### config.mk
export PLATFORM = sky130hd
export DESIGN_NAME = auto_cal_avg
export DESIGN_NICKNAME = d
export VERILOG_FILES = /design/src/rtl/auto_cal_pkg.sv /design/src/rtl/cal_accum.sv /design/src/rtl/auto_cal_avg.sv
export SDC_FILE = /design/constraint.sdc
export NUM_CORES = 1
export LEC_CHECK = 0
export CORE_ASPECT_RATIO = 0.75
export CORE_MARGIN = 5
export CORE_UTILIZATION = 60
export DETAILED_ROUTE_END_ITERATION = 8
export PLACE_DENSITY = 0.81
export SYNTH_ARGS = -nofsm -noshare
export SYNTH_HDL_FRONTEND = slang
export SYNTH_SLANG_ARGS = --single-unit
### constraint.sdc
create_clock -name clk -period 5.2 [get_ports clk]
set_clock_uncertainty 0.15 [all_clocks]
set_input_delay 0.78 -clock clk [delete_from_list [all_inputs] [get_ports clk]]
set_output_delay 0.78 -clock clk [all_outputs]
set_load 0.01 [all_outputs]
### src/rtl/auto_cal_pkg.sv
`default_nettype none
// +--------------------------------------------------------------------------+
// | auto_cal_pkg : shared types and helpers for the averaging calibrator     |
// | Rev 1.0                                                                  |
// +--------------------------------------------------------------------------+
package auto_cal_pkg;

   typedef enum logic [1:0] {
      IDLE   = 2'd0,
      ACCUM  = 2'd1,
      COMMIT = 2'd2
   } cal_state_t;

   function automatic int ch_width(input int n);
      return (n > 1) ? $clog2(n) : 1;
   endfunction

   function automatic int acc_width(input int width, input int avg_log2);
      return width + 1 + avg_log2;
   endfunction

   function automatic int tmo_width(input int timeout);
      return $clog2(timeout) + 1;
   endfunction

   // Clamp a signed value into the unsigned range 0..2^width-1.
   function automatic logic [63:0] sat_u(input logic signed [63:0] value, input int width);
      logic signed [63:0] lim;
      lim = (64'sd1 <<< width) - 64'sd1;
      if (value < 0)
         return 64'd0;
      else if (value > lim)
         return lim;
      else
         return value;
   endfunction

endpackage
`default_nettype wire

### src/rtl/cal_accum.sv
`default_nettype none
// +--------------------------------------------------------------------------+
// | cal_accum : difference accumulator, sample and timeout counters          |
// | Rev 1.0                                                                  |
// +--------------------------------------------------------------------------+
module cal_accum
   import auto_cal_pkg::*;
#(
   parameter int WIDTH    = 16,
   parameter int AVG_LOG2 = 4,
   parameter int TIMEOUT  = 1_000_000,
   localparam int ACC_W   = acc_width(WIDTH, AVG_LOG2),
   localparam int CNT_W   = AVG_LOG2 + 1,
   localparam int TMO_W   = tmo_width(TIMEOUT)
)(
   input  logic                    clk,
   input  logic                    reset,
   input  logic                    i_start,
   input  logic                    i_active,
   input  logic                    i_abort,
   input  logic                    i_accept,
   input  logic signed [WIDTH:0]   i_diff,
   output logic                    o_done,
   output logic                    o_err,
   output logic signed [WIDTH:0]   o_avg
);

   localparam logic [CNT_W-1:0]        c_last_cnt = CNT_W'((1 << AVG_LOG2) - 1);
   localparam logic [TMO_W-1:0]        c_tmo_lim  = TMO_W'(TIMEOUT - 1);
   localparam logic signed [ACC_W:0]   c_half     = (ACC_W+1)'((1 << AVG_LOG2) >> 1);

   logic signed [ACC_W-1:0] r_acc;
   logic [CNT_W-1:0]        r_cnt;
   logic [TMO_W-1:0]        r_tmo;
   logic signed [ACC_W:0]   w_round;

   always_ff @(posedge clk or posedge reset) begin
      if (reset) begin
         r_acc <= '0;
         r_cnt <= '0;
         r_tmo <= '0;
      end else if (i_start) begin
         r_acc <= '0;
         r_cnt <= '0;
         r_tmo <= '0;
      end else if (i_active) begin
         if (i_accept) begin
            r_acc <= r_acc + ACC_W'(i_diff);
            r_cnt <= r_cnt + 1'b1;
            r_tmo <= '0;
         end else begin
            r_tmo <= r_tmo + 1'b1;
         end
      end
   end

   // Abort has priority over the final sample; an accepted sample defers the timeout.
   assign o_done  = i_active && i_accept && (r_cnt == c_last_cnt) && !i_abort;
   assign o_err   = i_active && (i_abort || ((r_tmo == c_tmo_lim) && !i_accept));

   assign w_round = (ACC_W+1)'(r_acc) + c_half;
   assign o_avg   = (WIDTH+1)'(w_round >>> AVG_LOG2);

endmodule
`default_nettype wire

### src/rtl/auto_cal_avg.sv
`default_nettype none
// +--------------------------------------------------------------------------+
// | auto_cal_avg : multi-channel averaged offset calibration and correction  |
// | Rev 1.0                                                                  |
// +--------------------------------------------------------------------------+
module auto_cal_avg
   import auto_cal_pkg::*;
#(
   parameter int WIDTH    = 16,
   parameter int NUM_CH   = 4,
   parameter int AVG_LOG2 = 4,
   parameter int TIMEOUT  = 1_000_000,
   localparam int CH_W    = ch_width(NUM_CH)
)(
   input  logic              clk,
   input  logic              reset,
   input  logic              cal_trig,
   input  logic [CH_W-1:0]   cal_ch,
   input  logic              cal_abort,
   input  logic              cal_switch,
   input  logic              sample_valid,
   input  logic [CH_W-1:0]   sample_ch,
   input  logic [WIDTH-1:0]  xadc_scaled,
   input  logic [WIDTH-1:0]  adc_scaled,
   output logic              out_valid,
   output logic [CH_W-1:0]   out_ch,
   output logic [WIDTH-1:0]  display_code,
   output logic              cal_busy,
   output logic              cal_done,
   output logic              cal_err
);

   cal_state_t              r_state;
   cal_state_t              w_next;
   logic [CH_W-1:0]         r_cal_ch;
   logic signed [WIDTH:0]   r_offset [NUM_CH];
   logic                    r_busy;
   logic                    r_done;
   logic                    r_err;
   logic                    r_out_valid;
   logic [CH_W-1:0]         r_out_ch;
   logic [WIDTH-1:0]        r_code;

   logic                    w_start;
   logic                    w_commit;
   logic                    w_busy_nxt;
   logic                    w_done_nxt;
   logic                    w_err_nxt;
   logic                    w_cal_ch_ok;
   logic                    w_accept;
   logic                    w_acc_done;
   logic                    w_acc_err;
   logic signed [WIDTH:0]   w_diff;
   logic signed [WIDTH:0]   w_avg;
   logic signed [WIDTH:0]   w_off;
   logic signed [WIDTH+1:0] w_sum;
   logic [WIDTH-1:0]        w_corr;

   assign w_diff   = signed'({1'b0, xadc_scaled}) - signed'({1'b0, adc_scaled});
   assign w_accept = sample_valid && (sample_ch == r_cal_ch);

   // Channel indices at or beyond NUM_CH match no entry, giving offset 0 / invalid.
   always_comb begin
      w_off       = '0;
      w_cal_ch_ok = 1'b0;
      for (int i = 0; i < NUM_CH; i++) begin
         if (sample_ch == CH_W'(i))
            w_off = r_offset[i];
         if (cal_ch == CH_W'(i))
            w_cal_ch_ok = 1'b1;
      end
   end

   cal_accum #(
      .WIDTH    (WIDTH),
      .AVG_LOG2 (AVG_LOG2),
      .TIMEOUT  (TIMEOUT)
   ) u_accum (
      .clk      (clk),
      .reset    (reset),
      .i_start  (w_start),
      .i_active (r_state == ACCUM),
      .i_abort  (cal_abort),
      .i_accept (w_accept),
      .i_diff   (w_diff),
      .o_done   (w_acc_done),
      .o_err    (w_acc_err),
      .o_avg    (w_avg)
   );

   always_ff @(posedge clk or posedge reset) begin
      if (reset) begin
         r_state <= IDLE;
         r_busy  <= 1'b0;
         r_done  <= 1'b0;
         r_err   <= 1'b0;
      end else begin
         r_state <= w_next;
         r_busy  <= w_busy_nxt;
         r_done  <= w_done_nxt;
         r_err   <= w_err_nxt;
      end
   end

   always_comb begin
      w_next     = r_state;
      w_start    = 1'b0;
      w_commit   = 1'b0;
      w_busy_nxt = 1'b0;
      w_done_nxt = 1'b0;
      w_err_nxt  = 1'b0;
      case (r_state)
         IDLE: begin
            if (cal_trig) begin
               if (w_cal_ch_ok) begin
                  w_start    = 1'b1;
                  w_next     = ACCUM;
                  w_busy_nxt = 1'b1;
               end else begin
                  w_err_nxt  = 1'b1;
               end
            end
         end
         ACCUM: begin
            w_busy_nxt = 1'b1;
            if (w_acc_err) begin
               w_next     = IDLE;
               w_busy_nxt = 1'b0;
               w_err_nxt  = 1'b1;
            end else if (w_acc_done) begin
               w_next     = COMMIT;
               w_done_nxt = 1'b1;
            end
         end
         COMMIT: begin
            w_commit = 1'b1;
            w_next   = IDLE;
         end
         default: w_next = IDLE;
      endcase
   end

   always_ff @(posedge clk or posedge reset) begin
      if (reset) begin
         r_cal_ch <= '0;
         for (int i = 0; i < NUM_CH; i++)
            r_offset[i] <= '0;
      end else begin
         if (w_start)
            r_cal_ch <= cal_ch;
         for (int i = 0; i < NUM_CH; i++)
            if (w_commit && (r_cal_ch == CH_W'(i)))
               r_offset[i] <= w_avg;
      end
   end

   // Sum spans -(2^WIDTH-1)..2^(WIDTH+1)-2, so WIDTH+2 signed bits never wrap.
   assign w_sum  = signed'({2'b00, adc_scaled}) + (WIDTH+2)'(w_off);
   assign w_corr = WIDTH'(sat_u(64'(w_sum), WIDTH));

   always_ff @(posedge clk or posedge reset) begin
      if (reset) begin
         r_out_valid <= 1'b0;
         r_out_ch    <= '0;
         r_code      <= '0;
      end else begin
         r_out_valid <= sample_valid;
         if (sample_valid) begin
            r_out_ch <= sample_ch;
            r_code   <= cal_switch ? w_corr : adc_scaled;
         end
      end
   end

   assign out_valid    = r_out_valid;
   assign out_ch       = r_out_ch;
   assign display_code = r_code;
   assign cal_busy     = r_busy;
   assign cal_done     = r_done;
   assign cal_err      = r_err;

endmodule
`default_nettype wire

# Yosys cells after proc, flatten, opt, wreduce, memory -nomap -nowiden
# Index checks and enable logic that the tools add are counted.
# totals
ff_bits	141
out_inout_bits	22
wordCells	99
# op_classes
add_sub_neg	6
n_mux	38
n_reduce_logical	21
eq_ne	17
n_lt_le_gt_ge	2
# ops
cell	n
21-bit 2-to-1 mux	6
17-bit 2-to-1 mux	4
16-bit 2-to-1 mux	3
21-bit by 1-bit adder with 21-bit output (second input constant)	1
21-bit by 17-bit adder with 21-bit output	1
21-bit by 5-bit adder with 21-bit output (second input constant)	1
21-bit by 20-bit equality test with 1-bit output (second input constant)	1
17-bit by 17-bit adder with 18-bit output	1
18-bit by 17-bit > comparator with 1-bit output (second input constant)	1
18-bit by 1-bit < comparator with 1-bit output (second input constant)	1
16-bit by 16-bit subtractor with 17-bit output	1
1-bit 2-to-1 mux	15
5-bit 2-to-1 mux	3
2-bit equality test (second input constant)	7
1-bit logical AND	10
2-bit by 1-bit equality test with 1-bit output (second input constant)	4
2-bit logical NOT	4
2-bit 2-to-1 mux	4
5-bit by 1-bit adder with 5-bit output (second input constant)	1
5-bit by 4-bit equality test with 1-bit output (second input constant)	1
2-bit != test (second input constant)	2
1-bit case mux with 2 select lines	2
2-bit case mux with 2 select lines	1
2-bit nonzero test	2
6 further kinds	7

# Depth between registers and ports, before layout
# Gate-level depths: netlist of the first run.
# depth
word_depth	10
depth_mapped	21
ltp_nobuf	21

# By module
# Synthesis of the first run repeated with hierarchy kept, for this count alone.
# hier_totals
cells_unflattened	912
hier_area_um2	9130.0
# modules_own_cells
module	instances	area_per_inst_um2	cells_each
auto_cal_avg	1	5738.0	509
cal_accum	1	3392.0	403

# Least setup slack after synthesis of the first run
# Ideal clock, no wire load.
# synth_path
kind	input to register
startpoint	in xadc_scaled[0]
endpoint	reg u_accum.r_acc[17]
setup_time_ps	70
required_ps	4980
t_arrival_ps	4096
path_stages	20
slack_ps	885
path_buffers	0
cell_sequence	inv_1 -> ha_1 -> inv_1 -> fa_1 -> a21oi_1 -> o21ai_0 -> o311a_1 -> o21a_1 -> o21ai_0 -> nand2b_1 -> a21oi_1 -> xnor2_1 -> ha_1 -> a21oi_1 -> o21bai_1 -> a21oi_1 -> o21ai_2 -> a21oi_1 -> or4b_2 -> nand3_1
# synth_via
elab_chain_len	5
# synth_rtl
item	line_no	source
start, declared	auto_cal_avg.sv:23	input logic [WIDTH-1:0] xadc_scaled,
16-bit by 16-bit subtractor with 17-bit output	auto_cal_avg.sv:59	assign w_diff = signed'({1'b0, xadc_scaled}) - signed'({1'b0, adc_scaled});
21-bit by 17-bit adder with 21-bit output	cal_accum.sv:48	r_acc <= r_acc + ACC_W'(i_diff);
21-bit 2-to-1 mux	cal_accum.sv:47	if (i_accept) begin
21-bit 2-to-1 mux	cal_accum.sv:46	end else if (i_active) begin
21-bit 2-to-1 mux	cal_accum.sv:42	end else if (i_start) begin
end signal, assigned	cal_accum.sv:48	
end, declared	cal_accum.sv:32	logic signed [ACC_W-1:0] r_acc;
# Every way passes these cells. The select of a mux whose other input is x is not followed.
# A chain may end at the register's enable or synchronous reset.

# Worst setup path after layout of the first run
# layout_path
startpoint	in adc_scaled[0]
endpoint	reg u_accum.r_acc[17]
# layout_via
elab_chain_len	5
# layout_rtl
item	line_no	source
start, declared	auto_cal_avg.sv:24	input logic [WIDTH-1:0] adc_scaled,
16-bit by 16-bit subtractor with 17-bit output	auto_cal_avg.sv:59	
21-bit by 17-bit adder with 21-bit output	cal_accum.sv:48	
21-bit 2-to-1 mux	cal_accum.sv:47	
21-bit 2-to-1 mux	cal_accum.sv:46	
21-bit 2-to-1 mux	cal_accum.sv:42	
# Every way passes these cells. The select of a mux whose other input is x is not followed.

==> results of run 1 <==
[per-stage QoR]
stage	hold WS [ns]	area, µm²	cells
after floorplan	0.295	8750	964
after global placement	0.310	9670	1208
after detailed placement	0.319	9670	1208
after CTS	0.332	10300	1240
after global routing	0.364	10300	1240
final	0.333	10300	1240
[metal layers]
metal	share of wire [%]	wire length, µm
met1	47	10500
met2	43	9590
met3	9.5	2130
met4	1.3	303
met5	0	0
[critical path: stages]
cell and delay, ns:
sky130_fd_sc_hd__clkdlybuf4s50_1 0.51, sky130_fd_sc_hd__ha_1 0.19, sky130_fd_sc_hd__inv_1 0.06, sky130_fd_sc_hd__fa_1 0.39, sky130_fd_sc_hd__a21oi_1 0.20, sky130_fd_sc_hd__o21ai_0 0.17, sky130_fd_sc_hd__o311a_1 0.36, sky130_fd_sc_hd__o21a_1 0.19
sky130_fd_sc_hd__o21ai_0 0.14, sky130_fd_sc_hd__nand2b_1 0.07, sky130_fd_sc_hd__a21oi_1 0.17, sky130_fd_sc_hd__xnor2_1 0.10, sky130_fd_sc_hd__ha_1 0.36, sky130_fd_sc_hd__a21oi_1 0.10, sky130_fd_sc_hd__o21bai_1 0.13, sky130_fd_sc_hd__a21oi_1 0.09
sky130_fd_sc_hd__o21ai_2 0.09, sky130_fd_sc_hd__a21oi_1 0.11, sky130_fd_sc_hd__or4b_2 0.64, sky130_fd_sc_hd__nand3_1 0.08
[Yosys cell counts, drive strengths merged, types with 8 or more instances]
| cell | instances |
|---|---|
| xnor2 | 31 |
| xor2 | 33 |
| nand3 | 42 |
| a21oi | 96 |
| and3 | 13 |
| buf | 8 |
| mux4 | 17 |
| o21a | 11 |
| nand2 | 84 |
| ha | 57 |
| clkbuf | 28 |
| nand2b | 15 |
| o21ai | 127 |
| nor2 | 94 |
| a31oi | 12 |
| nand4 | 11 |
| a21o | 12 |
| dfrtp | 141 |
| inv | 38 |
[state kept, by name, summed over array words and instances, names as in the netlist]
name / count
cal_busy: 1
cal_done: 1
cal_err: 1
display_code: 16
out_ch: 2
out_valid: 1
r_cal_ch: 2
r_offset: 68
r_state: 2
u_accum.r_acc: 21
u_accum.r_cnt: 5
u_accum.r_tmo: 21
[report_power, final]
part | total (µW) | internal, µW | switching (µW)
Sequential | 1280 | 1170 | 100
Combinational | 925 | 393 | 531
Clock | 1250 | 770 | 485
Total | 3450 | 2340 | 1120
[final cells by class]
type | count | share of cell area (%)
multi-input cells | 749 | 48.4
clock inverters | 13 | 1.59
repair buffers | 80 | 7.50
well taps | 200 | 2.43
clock buffers | 19 | 4.31
inverters | 38 | 1.44
flip-flops and latches | 141 | 34.3
[logic make-up after synthesis]
family,share of synthesized area [%]
AND/OR/NAND/NOR,16.4
AO/OA/AOI/OAI,19.6
flip-flops,40.3
buffers and inverters,3.27
XOR/XNOR,6.40
adder cells (fa/ha/maj),8.83
multiplexers,5.15
[worst paths after layout]
path,from,endpoint,depth (start not counted)
max reg2reg,r_offset[17]$_DFFE_PP0P_,display_code[7]$_DFFE_PP0P_,11
max in group asynchronous,reset,u_accum.r_acc[10]$_DFFE_PP0P_,3
max,adc_scaled[0],u_accum.r_acc[17]$_DFFE_PP0P_,20
min reg2reg,r_offset[13]$_DFFE_PP0P_,r_offset[13]$_DFFE_PP0P_,2
min,r_offset[13]$_DFFE_PP0P_,r_offset[13]$_DFFE_PP0P_,2
min in group asynchronous,reset,r_offset[30]$_DFFE_PP0P_,2
==> out/summary.txt, run 1 <==
=====================================================================================
Clock latency of the later-clocked register in the worst-skew pair            0.43 ns
Global Route met2 Usage                                                         39.3%
Final net count                                                                  1129
Wire per inst                                                                 18.2 µm
Largest vdd supply drop                                                      0.241 mV
Via count of the first global-routing pass                                       7115
MaxCap Viol Count                                                                   0
Maximum clock frequency                                                       211 MHz
Starting density of the core                                                    60.8%
Pre-CTS WS                                                                  0.0365 ns
DRT Pass-1 Iters                                                                    5
Outcome                                                                  finished, final reports clean
Post-synthesis average cell area                                             9.08 µm²
Placeable core region                                                      0.0144 mm²
Number of flops mapped to enable cells by yosys                                     0
Detailed router's first-iteration violation count                                 658
Number of fill cells in the layout                                               1058
Dominant register cell in the synthesized netlist                        sky130_fd_sc_hd__dfrtp_1
Half-perimeter wire length of the detailed placement result                   16.2 mm
Number of top-level pins                                                           64
Final TNS setup                                                                  0 ns
Largest area contributor in the netlist                                  sky130_fd_sc_hd__dfrtp_1
Async set or reset register ratio after synthesis                                100%
Die X                                                                          149 µm
TritonCTS Sinks                                                                   141
Arrival time of the worst setup path                                          4.96 ns
Number of buffers inserted by hold repair at cts                                    0
Clk pin slew, worst setup/hold paths                                          0.06 ns
Remaining antenna violation count after routing                                     0
Number of buffers created by CTS                                                   17
Met3 Use GR                                                                     7.40%
Kind of start point of the critical path                                   input port
Wire length of the first global-routing pass                                  36.7 mm
Largest buffer count on any clock path                                              2
Transition time at the pin with the least slew margin                         1.17 ns
Pin count of the biggest net entering global routing                               92
Global router's overall resource usage                                          27.3%
Final critical-path setup slack                                              0.451 ns
Min-Delay Path Class                                                     flip-flop to flip-flop
# resized after CTS                                                                 0
Required time worst endpoint                                                  5.41 ns
Fraction of final layout cells with drive strength greater than 1               8.46%
Cells after Synth                                                                 964
Share of the synthesized area in the top cell type                              40.3%
Area of combinational cells with multiple inputs                          0.00497 mm²
Total inserted antenna cells                                                        0
Area occupied by registers                                                0.00353 mm²
Busiest metal layer after global routing                                         met1
Total Die Area                                                             0.0171 mm²
Die outline height                                                             115 µm
Power per Cell Area                                                        336 mW/mm²
Worst max-slew margin expressed relative to the limit                           21.9%
CTS tree                                                                          yes
Final slew viol count                                                               0
Yosys warns                                                                         0
Sequential-to-total area share from yosys stat                                  40.3%
FP Rows                                                                            38
# setup viols final                                                                 0
Number of antenna violations at the first check in global routing                   0
End-of-flow core utilization                                                    71.3%
Final critical-path required period                                           4.75 ns
Cell types occupying the most area after synthesis                       sky130_fd_sc_hd__dfrtp_1, sky130_fd_sc_hd__ha_1, sky130_fd_sc_hd__o21ai_0
Sum of routed wire length over all layers                                     22.5 mm
Most frequent standard cell in the layout excluding fill and tap cells   sky130_fd_sc_hd__dfrtp_1
Overall power consumption                                                     3450 µW
Pleak                                                                      0.00467 µW
DR vias                                                                          7548
Yosys cell types                                                                   65
Unrepaired setup endpoints after global routing                                 false
IO Port Bufs                                                                       63
Buffer count from post-CTS setup fixing                                             0
Leading cell types in the layout, fill and taps excluded                 sky130_fd_sc_hd__dfrtp_1, sky130_fd_sc_hd__o21ai_0, sky130_fd_sc_hd__a21oi_1, sky130_fd_sc_hd__nor2_1, sky130_fd_sc_hd__nand2_1
Avg Vias per Cell                                                                6.09
Cell Area, Synth                                                          0.00875 mm²
Count of H-tree levels built during CTS                                             4
Synthesis-stage register bit count                                                141
Critical Path End Type                                                      flip-flop
Number of endpoints with negative hold slack in the final report                    0
Crit Path Class                                                          input port to flip-flop
Residual DRC                                                                        0
Layout Area Growth over Synthesis                                               17.4%
R2R Setup Slk                                                                 1.37 ns
Tcrit/Tclk final                                                                91.3%
Met1 Use GR                                                                     40.9%
Syn Nets                                                                         1066
Maximum fanout along the worst path                                                 5
Library cell used as clock root buffer                                   sky130_fd_sc_hd__clkbuf_16
Remaining global-route overflow                                                     0
Final weighted congestion of routability-driven global placement                0.984
=====================================================================================
Power figures use the tool's default switching activity.
==> run 2: changes to the inputs <==
CTS_CLUSTER_SIZE = 20   (was unset)
GPL_TIMING_DRIVEN = 1   (was unset)
SLEW_MARGIN = 20   (was unset)
==> run 2 against run 1 <==
Against the previous run:
- sequential share of layout area about the same
- final cell count unchanged
- worst setup slack got worse by 0.0051 ns
- critical path type unchanged
- highest routed layer unchanged
- first-iteration DRC count rose by 11%
==> out/summary.txt, run 2 (same netlist as run 1, synthesis figures left out) <==
=====================================================================================
Number of endpoints with negative hold slack in the final report                    0
R2R Setup Slk                                                                 1.71 ns
Largest buffer count on any clock path                                              2
Critical Path End Type                                                      flip-flop
FP Rows                                                                            38
Total inserted antenna cells                                                        0
Number of buffers created by CTS                                                   17
Unrepaired setup endpoints after global routing                                 false
Final slew viol count                                                               0
Worst max-slew margin expressed relative to the limit                           33.3%
Total Die Area                                                             0.0171 mm²
Arrival time of the worst setup path                                          4.96 ns
Avg Vias per Cell                                                                6.08
Largest vdd supply drop                                                      0.241 mV
Fraction of final layout cells with drive strength greater than 1               8.56%
Remaining antenna violation count after routing                                     0
DRT Pass-1 Iters                                                                    5
Number of buffers inserted by hold repair at cts                                    0
Largest register by flop count                                               r_offset
Starting density of the core                                                    60.8%
Final net count                                                                  1129
Outcome                                                                  finished, final reports clean
Placeable core region                                                      0.0144 mm²
Half-perimeter wire length of the detailed placement result                   16.2 mm
Layout Area Growth over Synthesis                                               17.5%
Remaining global-route overflow                                                     0
Global router's overall resource usage                                          27.3%
Required time worst endpoint                                                  5.41 ns
Most frequent standard cell in the layout excluding fill and tap cells   sky130_fd_sc_hd__dfrtp_1
Number of antenna violations at the first check in global routing                   0
Pleak                                                                      0.00467 µW
Biggest regs                                                             r_offset (68), u_accum.r_acc (21), u_accum.r_tmo (21)
Crit Path Class                                                          input port to flip-flop
Residual DRC                                                                        0
Final weighted congestion of routability-driven global placement                0.984
CTS tree                                                                          yes
Maximum clock frequency                                                       210 MHz
Kind of start point of the critical path                                   input port
Number of fill cells in the layout                                               1057
Clk pin slew, worst setup/hold paths                                          0.06 ns
TritonCTS Sinks                                                                   141
Final TNS setup                                                                  0 ns
Number of top-level pins                                                           64
Buffer count from post-CTS setup fixing                                             0
Leading cell types in the layout, fill and taps excluded                 sky130_fd_sc_hd__dfrtp_1, sky130_fd_sc_hd__o21ai_0, sky130_fd_sc_hd__a21oi_1, sky130_fd_sc_hd__nor2_1, sky130_fd_sc_hd__nand2_1
Wire length of the first global-routing pass                                  36.7 mm
Transition time at the pin with the least slew margin                        0.998 ns
Count of H-tree levels built during CTS                                             4
Min-Delay Path Class                                                     flip-flop to flip-flop
Via count of the first global-routing pass                                       7115
Die outline height                                                             115 µm
Die X                                                                          149 µm
MaxCap Viol Count                                                                   0
Sum of routed wire length over all layers                                     22.6 mm
Tcrit/Tclk final                                                                91.4%
Clock latency of the later-clocked register in the worst-skew pair            0.43 ns
Library cell used as clock root buffer                                   sky130_fd_sc_hd__clkbuf_16
# setup viols final                                                                 0
# resized after CTS                                                                 0
Pin count of the biggest net entering global routing                               92
DR vias                                                                          7540
Wire per inst                                                                 18.2 µm
IO Port Bufs                                                                       63
Flip-flop count of the largest register after layout                               68
Maximum fanout along the worst path                                                 5
Final critical-path required period                                           4.75 ns
End-of-flow core utilization                                                    71.4%
Detailed router's first-iteration violation count                                 728
Power per Cell Area                                                        336 mW/mm²
=====================================================================================
run 2: cell count changes in the layout (fill, tap and decap cells not counted):
cell and change:
sky130_fd_sc_hd__xor2_1 -1, sky130_fd_sc_hd__xor2_2 +1
run 2: critical path, stage by stage:
cell	delay, ns
sky130_fd_sc_hd__clkdlybuf4s50_1	0.51
sky130_fd_sc_hd__ha_1	0.20
sky130_fd_sc_hd__inv_1	0.06
sky130_fd_sc_hd__fa_1	0.39
sky130_fd_sc_hd__a21oi_1	0.21
sky130_fd_sc_hd__o21ai_0	0.17
sky130_fd_sc_hd__o311a_1	0.36
sky130_fd_sc_hd__o21a_1	0.19
sky130_fd_sc_hd__o21ai_0	0.14
sky130_fd_sc_hd__nand2b_1	0.07
sky130_fd_sc_hd__a21oi_1	0.18
sky130_fd_sc_hd__xnor2_1	0.10
sky130_fd_sc_hd__ha_1	0.36
sky130_fd_sc_hd__a21oi_1	0.10
sky130_fd_sc_hd__o21bai_1	0.13
sky130_fd_sc_hd__a21oi_1	0.09
sky130_fd_sc_hd__o21ai_2	0.09
sky130_fd_sc_hd__a21oi_1	0.11
sky130_fd_sc_hd__or4b_2	0.64
sky130_fd_sc_hd__nand3_1	0.08
run 2: area by class of cell:
class	instances	area, µm²	area share [%]
multi-input combinational	749	4980	48.4
sequential	141	3530	34.3
timing repair buffer	80	771	7.49
clock buffer	19	443	4.31
tap	200	250	2.43
clock inverter	13	164	1.59
inverter	38	148	1.44
run 2: per-layer routing:
metal  GRT usage (%)  vias up  part of all wire, %
met1            40.9     3618                   47
met3            7.40       25                  8.8
met5               0        -                    0
li1                -     3586                    -
met4            7.01        0                  1.2
met2            39.3      311                   43
run 2: path summary, 6_finish.rpt:
path                                          start                       endpoint  cells past startpoint
max reg2reg                r_offset[17]$_DFFE_PP0P_    display_code[6]$_DFFE_PP0P_                     11
max                                   adc_scaled[0]  u_accum.r_acc[17]$_DFFE_PP0P_                     20
min in group asynchronous                     reset       r_offset[30]$_DFFE_PP0P_                      2
max in group asynchronous                     reset  u_accum.r_acc[17]$_DFFE_PP0P_                      3
min reg2reg                r_offset[13]$_DFFE_PP0P_       r_offset[13]$_DFFE_PP0P_                      2
min                        r_offset[13]$_DFFE_PP0P_       r_offset[13]$_DFFE_PP0P_                      2
run 2: report_power, final:
group	switching [µW]	internal (µW)	total, µW
sequential	100	1170	1280
clock	488	770	1260
combinational	532	394	926
run 2: per-stage QoR:
stage / area [µm²] / hold slack [ns] / total power (µW) / std cells / setup slack [ns]
6_report: 10300 / 0.332 / 3460 / 1240 / 0.446
5_1_grt: 10300 / 0.364 / 3630 / 1240 / 0.111
4_1_cts: 10300 / 0.332 / 3460 / 1240 / 0.489
3_5_place_dp: 9670 / 0.319 / 2190 / 1208 / 0.0365
3_3_place_gp: 9670 / 0.310 / 2180 / 1208 / 0.0754
2_1_floorplan: 8750 / 0.295 / 1920 / 964 / 0.489
